==> src/rtl/p1_pool_pkg.sv <==
// Shared types and constants for the pooling-1 read engine.
package p1_pool_pkg;

   localparam int unsigned DATA_W     = 16;
   localparam int unsigned IN_DIM     = 24;
   localparam int unsigned POOL_DIM   = IN_DIM / 2;
   localparam int unsigned HALF_PAIRS = POOL_DIM * POOL_DIM / 2;

   typedef enum logic [2:0] {
      IDLE,
      READ,
      DRAIN,
      HOLD,
      DONE
   } p1r_state_t;

   // Slot k[2] picks the lower half of the map, k[1] the window row, k[0] the window column.
   function automatic logic [9:0] rd_addr_f(
      input int unsigned in_dim,
      input logic [2:0]  pr,
      input logic [3:0]  pc,
      input logic [2:0]  k
   );
      int unsigned row;
      int unsigned col;
      row = 2 * (32'(pr) + (in_dim / 4) * 32'(k[2])) + 32'(k[1]);
      col = 2 * 32'(pc) + 32'(k[0]);
      return 10'(row * in_dim + col);
   endfunction

endpackage

==> src/rtl/p1_max_acc.sv <==
// Signed load/compare max accumulator; P1_POOL_RELU_EN clamps negative results to zero.
module p1_max_acc #(
   parameter int unsigned DATA_W = 16
) (
   input  logic              clk,
   input  logic              rst_n,
   input  logic              load_i,
   input  logic              cmp_i,
   input  logic [DATA_W-1:0] din_i,
   output logic [DATA_W-1:0] acc_o
);

   logic signed [DATA_W-1:0] acc_q, acc_d;
   logic signed [DATA_W-1:0] din_s;

   assign din_s = signed'(din_i);

   always_comb begin
      acc_d = acc_q;
      if (load_i) begin
         acc_d = din_s;
      end else if (cmp_i && (din_s > acc_q)) begin
         acc_d = din_s;
      end
   end

   always_ff @(posedge clk or negedge rst_n) begin
      if (!rst_n) begin
         acc_q <= '0;
      end else begin
         acc_q <= acc_d;
      end
   end

`ifdef P1_POOL_RELU_EN
   assign acc_o = acc_q[DATA_W-1] ? '0 : acc_q;
`else
   assign acc_o = acc_q;
`endif

endmodule

==> src/rtl/p1_pool_read.sv <==
// Pooling-1 read address generator and 2x2 max-pool engine producing (p, p+72) pairs.
// Optional macro P1_POOL_RELU_EN (in p1_max_acc) clamps outputs at zero.
module p1_pool_read #(
   parameter int unsigned DATA_W = p1_pool_pkg::DATA_W,
   parameter int unsigned IN_DIM = p1_pool_pkg::IN_DIM,
   parameter int unsigned RD_LAT = 1
) (
   input  logic              clk,
   input  logic              reset,
   input  logic              enable,
   output logic              rd_en,
   output logic [9:0]        rd_addr,
   input  logic [DATA_W-1:0] rd_data,
   output logic [DATA_W-1:0] out0,
   output logic [DATA_W-1:0] out1,
   output logic              out_valid,
   input  logic              out_ready,
   output logic              done
);

   import p1_pool_pkg::*;

   localparam int unsigned PSIDE   = IN_DIM / 2;
   localparam logic [2:0]  PR_LAST = 3'(PSIDE / 2 - 1);
   localparam logic [3:0]  PC_LAST = 4'(PSIDE - 1);

   p1r_state_t state_q, state_d;

   logic [2:0] pr_q, pr_d;
   logic [3:0] pc_q, pc_d;
   logic [2:0] k_q, k_d;
   logic       rd_en_q, rd_en_d;
   logic [9:0] rd_addr_q, rd_addr_d;
   logic [2:0] slot_q, slot_d;

   logic [RD_LAT-1:0] tag_v_q;
   logic [2:0]        tag_s_q [RD_LAT];

   logic       issue, accept, last_pair, inflight;
   logic       ret_v;
   logic [2:0] ret_slot;
   logic       load0, cmp0, load1, cmp1;

   assign issue     = (state_q == READ) && enable;
   assign accept    = (state_q == HOLD) && out_ready;
   assign last_pair = (pr_q == PR_LAST) && (pc_q == PC_LAST);
   assign ret_v     = tag_v_q[RD_LAT-1];
   assign ret_slot  = tag_s_q[RD_LAT-1];

   // Outstanding reads excluding the one landing this cycle.
   always_comb begin
      inflight = rd_en_q;
      for (int unsigned i = 0; i + 1 < RD_LAT; i++) begin
         inflight = inflight | tag_v_q[i];
      end
   end

   always_ff @(posedge clk or negedge reset) begin
      if (!reset) begin
         state_q <= IDLE;
      end else begin
         state_q <= state_d;
      end
   end

   always_comb begin
      state_d = state_q;
      case (state_q)
         IDLE:    if (enable) state_d = READ;
         READ:    if (issue && (k_q == 3'd7)) state_d = DRAIN;
         DRAIN:   if (!inflight) state_d = HOLD;
         HOLD:    if (out_ready) state_d = last_pair ? DONE : READ;
         DONE:    state_d = DONE;
         default: state_d = IDLE;
      endcase
   end

   always_comb begin
      out_valid = (state_q == HOLD);
      done      = (state_q == DONE);
   end

   always_comb begin
      pr_d      = pr_q;
      pc_d      = pc_q;
      k_d       = k_q;
      rd_en_d   = 1'b0;
      rd_addr_d = rd_addr_q;
      slot_d    = slot_q;
      if (issue) begin
         rd_en_d   = 1'b1;
         rd_addr_d = rd_addr_f(IN_DIM, pr_q, pc_q, k_q);
         slot_d    = k_q;
         k_d       = k_q + 3'd1;
      end
      if (accept) begin
         if (pc_q == PC_LAST) begin
            pc_d = '0;
            pr_d = last_pair ? '0 : pr_q + 3'd1;
         end else begin
            pc_d = pc_q + 4'd1;
         end
      end
   end

   always_ff @(posedge clk or negedge reset) begin
      if (!reset) begin
         pr_q      <= '0;
         pc_q      <= '0;
         k_q       <= '0;
         rd_en_q   <= 1'b0;
         rd_addr_q <= '0;
         slot_q    <= '0;
         tag_v_q   <= '0;
         for (int unsigned i = 0; i < RD_LAT; i++) begin
            tag_s_q[i] <= '0;
         end
      end else begin
         pr_q       <= pr_d;
         pc_q       <= pc_d;
         k_q        <= k_d;
         rd_en_q    <= rd_en_d;
         rd_addr_q  <= rd_addr_d;
         slot_q     <= slot_d;
         tag_v_q[0] <= rd_en_q;
         tag_s_q[0] <= slot_q;
         for (int unsigned i = 1; i < RD_LAT; i++) begin
            tag_v_q[i] <= tag_v_q[i-1];
            tag_s_q[i] <= tag_s_q[i-1];
         end
      end
   end

   assign rd_en   = rd_en_q;
   assign rd_addr = rd_addr_q;

   assign load0 = ret_v && !ret_slot[2] && (ret_slot[1:0] == 2'd0);
   assign cmp0  = ret_v && !ret_slot[2] && (ret_slot[1:0] != 2'd0);
   assign load1 = ret_v &&  ret_slot[2] && (ret_slot[1:0] == 2'd0);
   assign cmp1  = ret_v &&  ret_slot[2] && (ret_slot[1:0] != 2'd0);

   p1_max_acc #(.DATA_W(DATA_W)) u_acc0 (
      .clk    (clk),
      .rst_n  (reset),
      .load_i (load0),
      .cmp_i  (cmp0),
      .din_i  (rd_data),
      .acc_o  (out0)
   );

   p1_max_acc #(.DATA_W(DATA_W)) u_acc1 (
      .clk    (clk),
      .rst_n  (reset),
      .load_i (load1),
      .cmp_i  (cmp1),
      .din_i  (rd_data),
      .acc_o  (out1)
   );

endmodule
==> config.mk <==
export PLATFORM = sky130hd
export DESIGN_NAME = p1_pool_read
export DESIGN_NICKNAME = d
export VERILOG_FILES = /design/src/rtl/p1_pool_pkg.sv /design/src/rtl/p1_max_acc.sv /design/src/rtl/p1_pool_read.sv
export SDC_FILE = /design/constraint.sdc
export NUM_CORES = 1
export LEC_CHECK = 0
export CORE_MARGIN = 3
export CORE_UTILIZATION = 38
export CTS_BUF_LIST = sky130_fd_sc_hd__clkbuf_16
export DETAILED_ROUTE_END_ITERATION = 6
export SLEW_MARGIN = 10
export SYNTH_ARGS = -nofsm -noshare
export SYNTH_HDL_FRONTEND = slang
export SYNTH_SLANG_ARGS = --single-unit
==> constraint.sdc <==
create_clock -name clk -period 2.9 [get_ports clk]
set_input_delay 0.29 -clock clk [delete_from_list [all_inputs] [get_ports clk]]
set_output_delay 0.29 -clock clk [all_outputs]
set_load 0.05 [all_outputs]
==> metrics <==
run status=completed; max-slew violations=0; dominant synthesized flop cell=dfrtp_1; yosys warns=0; CP required=3.11 ns; max cap viols=0; VDD IR max=623 uV; GRT overflow=0; largest cells by area after synthesis=dfrtp_1, ha_1, mux2_2; area delta synth->final=32.6%; routed vias=2,685; leading cell types in the layout, fill and taps excluded=clkdlybuf4s50_1, dfrtp_1, ha_1; Rel. slew slack=47.0%; Total GRT Usage=15.2%; Cell Area, Synth=3660 um2; met2 WL=3840 um; Final Setup Violations=0; combined area of the multi-input logic cells=1940 um2; Post-Synthesis Cells=323; IO Port Bufs=64; R2R cell count=9; DRC violation count after routing=0; Die Ht=104 um; total core area=9280 um2; filler cell count=842; f_max=373 MHz; Worst Path Max Fanout=4; pin count of the biggest net entering global routing=63; DR vias/cell=4.92; commonest non-fill, non-tap cell in the layout=clkdlybuf4s50_1; num rows=35; Slew @ Worst Pin=0.794 ns; Die Width=104 um; drt wl/cell=14.4 um; first-pass GRT wire length=13,400 um; placer's final routability congestion estimate=0.829; CTS tree=yes; Yosys reg bits=62; post-route cell area=4850 um2; initial core utilization=39.4%; setup ws final=0.220 ns; I/O pin count=65; initial antenna violation count=0; Setup Crit Path Kind=reg2reg; RSZ-0062 raised after global routing=false; Max Buffers Root-to-Sink=2; DP Area=4570 um2; syn nets=391; CP Launch Type=flop; P_leak=2.30 nW; total clock buffers created by CTS=9; first drt pass iteration count=4; DR WL met3=352 um; Yosys cell types=40; Hold Crit Class=in2async; antenna violation net count after detailed routing=0; Post-synth EDFFs=0; area leader, netlist=dfrtp_1; die area=10,800 um2; DP Wirelength=5920 um; DRT Wirelength=7860 um; Clock Sink Count=62; Synth top area share=42.4%; Syn Area/Cell=11.3 um2; DRT iter0 DRCs=45; root buffer cell=clkbuf_16; sequential cell area=1550 um2; CTS clk-pin slew, worst paths=0.06 ns; fraction of layout cells with a size suffix above 1=20.9%; Routed met1 length=3600 um; arrival time worst endpoint=2.88 ns; total power divided by cell area=1270 nW/um2; asr flop ratio synth=100%; final critical-path share of the clock period=92.4%; hold-fix buffers at CTS=0; net count reported at finish=480; Fin. Hold Viols=0; post-layout min period=2.68 ns; worst-skew pair later-pin latency=0.33 ns; H-tree depth=3; Worst Setup End Kind=flop; number of global-route vias before repair=2,747; Inserted Diodes=0; hold_ws=0.139 ns; Top Metal Used=met4; Post-Route Skew=0.00788 ns; sequential share of the synthesized area=42.4%; Setup WS pre-CTS=-0.0286 ns
-- power breakdown --
part           internal [mW]  leakage (nW)  switching, mW
sequential              1.27         0.749          0.317
combinational           1.55          1.42           2.09
clock                  0.571         0.132          0.385
-- layer usage --
metal  track usage [%]  vias up
met2              25.6       67
met4              3.23        0
met1              19.0     1293
met3              5.03        9
li1                  -     1316
met5                 0        -
-- critical path: stages, from the launching register on --
cell	delay, ns
dfrtp_1	0.41
ha_1	0.23
fa_1	0.59
ha_4	0.24
a21o_1	0.18
a21oi_1	0.18
xnor2_1	0.19
nand3_1	0.14
xnor2_1	0.15
mux2_2	0.26
-- worst paths after layout --
check,startpoint,to,slack (ns)
setup / recovery,pr_q[1],rd_addr[9],0.22
hold / removal,reset,u_acc0.acc_o[3],0.14
setup reg to reg,pr_q[1],rd_addr[9],0.22
hold reg to reg,slot_q[2],ret_slot[2],0.37
max in group asynchronous,reset,rd_addr[5],2.24
min in group clk,slot_q[2],ret_slot[2],0.37
-- flip-flops by register name, indices dropped and copies added (netlist names) --
register / flops
rd_addr: 10
pc_q: 4
ret_slot: 3
pr_q: 3
u_acc0.acc_o: 16
slot_q: 2
u_acc1.acc_o: 16
k_q: 3
rd_en: 1
state_q: 3
ret_v: 1
-- Yosys cell counts, drive strengths merged (3+ instances only) --
cell type and count:
dfrtp 62, o21ai 8, buf 5, ha 45
nand3 7, a21oi 21, xnor2 6, nor2 17
inv 37, a21o 9, nor3b 4, nand4 7
fa 3, xor2 3, nand2 17, nor3 4
mux2 44, o21bai 3
-- metrics by stage --
stage	instances	power, mW	utilization [%]	TNS, ns
finish	546	6.18	52.3	0
CTS	546	6.24	52.2	0
global route	546	6.60	52.3	0
global placement	530	5.20	49.3	-0.0703
detailed placement	530	5.25	49.3	-0.0912
floorplan	323	4.09	-	0
-- cell families after synthesis --
group                    Yosys count  synth area share [%]
buffers and inverters             42                  5.02
flip-flops                        62                  42.4
multiplexers                      45                  14.9
adder cells (fa/ha/maj)           48                  17.0
AND/OR/NAND/NOR                   66                  9.40
XOR/XNOR                           9                  2.15
AO/OA/AOI/OAI                     51                  9.09
-- area by class of cell --
cell class / instances / area share [%]
clock buffers: 9 / 4.64
clock inverters: 7 / 0.876
inverters: 37 / 2.86
multi-input cells: 219 / 40.1
flip-flops and latches: 62 / 32.0
well taps: 129 / 3.32
repair buffers: 83 / 16.3
-- timing repair --
| item | CTS | global route |
|---|---|---|
| setup endpoints to repair | 0 | 1 |
| buffers inserted | 0 | 0 |
| gates resized for setup | 0 | 1 |
Note: power is estimated with default switching activity, not from simulation.
